$ cat config.mk
export PLATFORM = sky130hd
export DESIGN_NAME = bias_trim_sar
export DESIGN_NICKNAME = d
export VERILOG_FILES = /design/src/rtl/bias_trim_pkg.sv /design/src/rtl/bias_trim_sync.sv /design/src/rtl/bias_trim_sar.sv
export SDC_FILE = /design/constraint.sdc
export NUM_CORES = 1
export LEC_CHECK = 0
export ABC_AREA = 1
export BUFFER_PORTS_ARGS = -buffer_cell sky130_fd_sc_hd__buf_2
export CAP_MARGIN = 20
export CORE_MARGIN = 3
export CORE_UTILIZATION = 60
export CTS_CLUSTER_DIAMETER = 150
export DETAILED_ROUTE_END_ITERATION = 10
export HOLD_SLACK_MARGIN = 0.02
export MAX_ROUTING_LAYER = met4
export PLACE_DENSITY = 0.87
export SETUP_SLACK_MARGIN = 0.3
export SLEW_MARGIN = 0
export SYNTH_ARGS = -nofsm -noshare
export SYNTH_HDL_FRONTEND = slang
export SYNTH_SLANG_ARGS = --single-unit
$ cat constraint.sdc
create_clock -name clk -period 3.6 [get_ports clk]
set_input_delay 0 -clock clk [delete_from_list [all_inputs] [get_ports clk]]
set_output_delay 0 -clock clk [all_outputs]
set_load 0.01 [all_outputs]
$ cat src/rtl/bias_trim_pkg.sv
// Shared types and constants for the PMOS bias trim SAR calibration block.
// BIAS_TRIM_AVG_EN selects 3-sample majority voting in the SAMPLE state.
package bias_trim_pkg;

   localparam int BIAS_TRIM_CODE_W   = 6;
   localparam int BIAS_TRIM_SETTLE_W = 8;

`ifdef BIAS_TRIM_AVG_EN
   localparam int SAMPLE_CYC = 3;
`else
   localparam int SAMPLE_CYC = 1;
`endif

   typedef enum logic [1:0] {
      IDLE   = 2'd0,
      SETTLE = 2'd1,
      SAMPLE = 2'd2,
      DONE   = 2'd3
   } bias_trim_state_e;

   function automatic logic maj3(input logic a, input logic b, input logic c);
      return (a & b) | (a & c) | (b & c);
   endfunction

endpackage

$ cat src/rtl/bias_trim_sync.sv
// Two-flop synchronizer for the asynchronous comparator output.
module bias_trim_sync (
   input  logic clk,
   input  logic rst_n,
   input  logic d_i,
   output logic q_o
);

   logic meta_q;
   logic sync_q;

   always_ff @(posedge clk or negedge rst_n) begin
      if (!rst_n) begin
         meta_q <= 1'b0;
         sync_q <= 1'b0;
      end else begin
         meta_q <= d_i;
         sync_q <= meta_q;
      end
   end

   assign q_o = sync_q;

endmodule

$ cat src/rtl/bias_trim_sar.sv
// Successive-approximation trim search for the PMOS bias DAC, MSB first.
// Optional BIAS_TRIM_AVG_EN: majority of 3 comparator samples per bit decision.
module bias_trim_sar
   import bias_trim_pkg::*;
#(
   parameter int CODE_W   = BIAS_TRIM_CODE_W,
   parameter int SETTLE_W = BIAS_TRIM_SETTLE_W
) (
   input  logic                clk,
   input  logic                rst_n,
   input  logic                start,
   input  logic                cmp_in,
   input  logic [SETTLE_W-1:0] settle_cyc,
   output logic [CODE_W-1:0]   trim_code,
   output logic                busy,
   output logic                done,
   output logic                cal_ok,
   output bias_trim_state_e    dbg_state
);

   localparam int IDX_W = (CODE_W > 1) ? $clog2(CODE_W) : 1;
   localparam logic [CODE_W-1:0] MID_CODE = CODE_W'(1) << (CODE_W - 1);
   localparam logic [1:0] SMP_LAST = 2'(SAMPLE_CYC - 1);

   // Protocol: start is a level sampled only in IDLE (no queuing); done is a
   // one-cycle pulse in DONE, and busy covers every non-IDLE cycle.
   bias_trim_state_e    state_q, state_d;
   logic [CODE_W-1:0]   code_q, code_d;
   logic [IDX_W-1:0]    idx_q, idx_d;
   logic [SETTLE_W-1:0] cnt_q, cnt_d;
   logic [1:0]          smp_cnt_q, smp_cnt_d;
   logic                cal_ok_q, cal_ok_d;
   logic                cmp_s;
   logic                bit_hi;
   logic [IDX_W-1:0]    idx_m1;
   logic [SETTLE_W-1:0] settle_load;

   bias_trim_sync u_sync (
      .clk   (clk),
      .rst_n (rst_n),
      .d_i   (cmp_in),
      .q_o   (cmp_s)
   );

   assign settle_load = (settle_cyc == '0) ? SETTLE_W'(1) : settle_cyc;
   assign idx_m1      = idx_q - IDX_W'(1);

`ifdef BIAS_TRIM_AVG_EN
   logic [1:0] samp_q, samp_d;

   always_comb begin
      samp_d = samp_q;
      if (state_q == SAMPLE && smp_cnt_q != SMP_LAST) samp_d = {samp_q[0], cmp_s};
   end

   always_ff @(posedge clk or negedge rst_n) begin
      if (!rst_n) samp_q <= '0;
      else        samp_q <= samp_d;
   end

   assign bit_hi = maj3(samp_q[1], samp_q[0], cmp_s);
`else
   assign bit_hi = cmp_s;
`endif

   always_comb begin
      state_d   = state_q;
      code_d    = code_q;
      idx_d     = idx_q;
      cnt_d     = cnt_q;
      smp_cnt_d = smp_cnt_q;
      cal_ok_d  = cal_ok_q;
      case (state_q)
         IDLE: begin
            if (start) begin
               code_d  = MID_CODE;
               idx_d   = IDX_W'(CODE_W - 1);
               cnt_d   = settle_load;
               state_d = SETTLE;
            end
         end
         SETTLE: begin
            if (cnt_q <= SETTLE_W'(1)) begin
               smp_cnt_d = '0;
               state_d   = SAMPLE;
            end else begin
               cnt_d = cnt_q - SETTLE_W'(1);
            end
         end
         SAMPLE: begin
            if (smp_cnt_q != SMP_LAST) begin
               smp_cnt_d = smp_cnt_q + 2'd1;
            end else begin
               // Comparator high means current too large: drop this bit.
               if (bit_hi) code_d[idx_q] = 1'b0;
               if (idx_q != '0) begin
                  code_d[idx_m1] = 1'b1;
                  idx_d          = idx_m1;
                  cnt_d          = settle_load;
                  state_d        = SETTLE;
               end else begin
                  cal_ok_d = (code_d != '0) && (code_d != '1);
                  state_d  = DONE;
               end
            end
         end
         DONE: begin
            state_d = IDLE;
         end
         default: begin
            state_d = IDLE;
         end
      endcase
   end

   always_ff @(posedge clk or negedge rst_n) begin
      if (!rst_n) begin
         state_q   <= IDLE;
         code_q    <= MID_CODE;
         idx_q     <= '0;
         cnt_q     <= '0;
         smp_cnt_q <= '0;
         cal_ok_q  <= 1'b0;
      end else begin
         state_q   <= state_d;
         code_q    <= code_d;
         idx_q     <= idx_d;
         cnt_q     <= cnt_d;
         smp_cnt_q <= smp_cnt_d;
         cal_ok_q  <= cal_ok_d;
      end
   end

   assign trim_code = code_q;
   assign busy      = (state_q != IDLE);
   assign done      = (state_q == DONE);
   assign cal_ok    = cal_ok_q;
   assign dbg_state = state_q;

endmodule

==> flow_summary.toml <==
[yosys]
synth_area_um2 = 1480
synth_area_leaders = "dfrtp_1 39%, nand2_1 15%, inv_1 7.6%"
ys.flop_type = "dfrtp_1"
yosys_warnings = 0
yosysSeqAreaShare_pct = 40.7
synth_edf_count = 0
yosysMostFrequentCell = "nand2_1"
synth_top_area_share_pct = 38.9
synth_common_cells = "61 x nand2_1, 30 x inv_1, 23 x dfrtp_1, 23 x nor2_1, 17 x o21ai_0"
synth-seq-cells = 24
syn_avg_cell_area_um2 = 7.14
netlist-cell-type-count = 26
async_reset_ff_share_pct = 100
syn_inst = 207
syn-num-nets = 224
synth_top_cell_by_area = "dfrtp_1"

[placement]
port_buffers = 22
dp_hpwl_um = 2610
routabilityCongestion = 0.907
dp_cells = 256

[clock_tree]
cts-buffers-inserted = 3
cts-root-buf = "clkbuf_4"
cts_tree = "yes"
ctsLongestPathBuffers = 2
h-tree-depth = 1
path_clk_slew_ns = 0.13
clock-sinks = 24
clock_latency_ns = 0.31

[worst_setup_path]
rrSetupSlack_ns = 1.77
critical-path-max-stage-delay_ns = 0.48
cp_slowest_cell = "dfrtp_1"
crit_buf_inv = 1
worst-r2r-cell-count = 9
critPathRequiredTime_ns = 3.82
crit_path_end_kind = "flip-flop"
path_delay_family = "simple AND/OR/NAND/NOR gates"
path_max_fanout = 8
r2r_end = "cnt_q[4]"
crit_chain = "inv_1 > ha_1 > ha_1 > nand2_2 > nand2_1 > nor2_4 > nand2_4 > o21ai_0 > nand2_1"
cp.arrival_ns = 2.05
crit_type = "reg2reg"
r2r-start = "idx_q[0]"
crit_path_start_kind = "flip-flop"

[route]
routed_wl_um = 3410
num_vias = 1467
first_pass_iters = 4
via_per_inst = 5.56
routedWlPerCell_um = 12.9
first_iter_violations = 63
ant_nets = 0
drc_errors = 0

[finish]
insertedDiodeCount = 0
synthToLayoutAreaGrowth_pct = 14.6
finalNonFillerCells = 264
nFillCells = 178
num-nets-final = 254
drive_above_1_share_pct = 17.8

[job]
maxCapViolCount = 0

[floorplan]
ioPinCount = 23
die_w_um = 55.6
die_y_um = 55.6
initial_core_util_pct = 65.0
coreArea_um2 = 2280
die_area_um2 = 3100
core.rowCount = 17

[sta]
hold_viol = 0
fin_tns_setup_ns = 0
finalSetupViolations = 0
slew-limit-headroom_pct = 64.5
worstMarginPinSlew_ns = 0.532
slew_violations = 0
fin_crit_sh_pct = 50.9
fin_crit_ns = 1.83
rsz0062_at_grt = "no"
skew_ns = 0.00845
max_freq_ghz = 0.545

[global_route]
grt_pass1_wl_um = 6030
grtUsageTotal_pct = 24.6
grt-ovfl-total = 0
antenna_found_initial = 0
grt_pass1_vias = 1387
grt_max_degree = 25

[pwr]
cellPowerDensity_nw_per_um2 = 805
p_leak_uw = 0.000942
ir_worst_vdd_uv = 553
power.total_uw = 1360

[run_status]
status = "completed"

[worst_hold_path]
hold_class = "in2reg"
min_to = "cnt_q[6]"
hold_start = "settle_cyc[6]"
hold_depth = 5
[registers in the layout (all words and copies together), names as in the netlist]
register and cells:
trim_code 6, u_sync.q_o 1, dbg_state 2, smp_cnt_q 2
cnt_q 8, u_sync.meta_q 1, idx_q 3, cal_ok 1
[worst max path at each step]
stage,startpoint,depth (start not counted),end
2_1_floorplan,idx_q[0],9,cnt_q[4]
3_3_place_gp,idx_q[0],9,cnt_q[3]
3_5_place_dp,idx_q[0],9,cnt_q[4]
4_1_cts,idx_q[0],9,cnt_q[4]
5_1_grt,idx_q[0],9,cnt_q[3]
6_report,idx_q[0],9,cnt_q[4]
[cells in the final DEF, fill, tap and decap left out, types with 3 or more instances in the layout]
master,n
o21ai_0,17
nand2_1,61
nand4_1,3
nand2_2,4
inv_1,30
inv_2,3
clkbuf_4,3
ha_1,5
dfrtp_1,23
buf_2,22
o21ai_2,4
nor2_1,23
nand3_1,14
a22o_1,3
dlygate4sd3_1,4
[per-stage QoR]
| stage | setup slack [ns] | hold WS, ns | utilization, % | instance area [um2] |
|---|---|---|---|---|
| 4_1_cts | 1.80 | 0.0317 | 74.5 | 1700 |
| 3_5_place_dp | 1.80 | 0.00808 | 71.1 | 1620 |
| 2_1_floorplan | 1.99 | -0.296 | - | 1480 |
| 6_report | 1.77 | 0.0395 | 74.5 | 1700 |
| 5_1_grt | 1.54 | 0.0623 | 74.5 | 1700 |
| 3_3_place_gp | 1.89 | 0.00375 | 71.1 | 1620 |
[repair_timing]
action                                 in CTS  in global routing
hold buffers                                4                  0
endpoints found under the hold margin      27                  0
buffers inserted                            0                  0
gates resized for setup                     0                  0
setup endpoints to repair                   0                  0
[where the power goes]
group          internal, uW  total (uW)  switching, uW
logic                   264         772            508
clock network          61.8         142           80.5
registers               369         450           81.8
[metal layers]
layer | share of wire [%] | vias up | global-route usage [%]
met3 | 7.5 | 4 | 3.25
met1 | 44 | 676 | 33.3
met2 | 47 | 63 | 39.7
met5 | 0 | - | -
li1 | - | 724 | -
met4 | 0.79 | 0 | 4.86
[final cells by class]
class / count / area, um2 / share of cell area (%)
Multi-Input combinational cell: 148 / 742 / 43.8
Tap cell: 28 / 35.0 / 2.07
Sequential cell: 24 / 602 / 35.5
Timing Repair Buffer: 26 / 150 / 8.86
Clock buffer: 4 / 36.3 / 2.14
Inverter: 34 / 130 / 7.68
[logic make-up after synthesis]
logic type                 share of synthesized area [%]
DFF                                                 40.7
AOI/OAI and AO/OA                                   14.3
buffers and inverters                               9.14
and+or+nand+nor                                     31.6
adders and majority gates                           4.23
[worst register-to-register path, delay by kind of cell (launching register included)]
| family | cells | cell delay (ns) |
|---|---|---|
| AO/OA/AOI/OAI | 1 | 0.16 |
| flip-flops | 1 | 0.48 |
| AND/OR/NAND/NOR | 5 | 0.51 |
| buffers and inverters | 1 | 0.13 |
| adder cells (fa/ha/maj) | 2 | 0.46 |
Note: power is estimated with default switching activity, not from simulation.
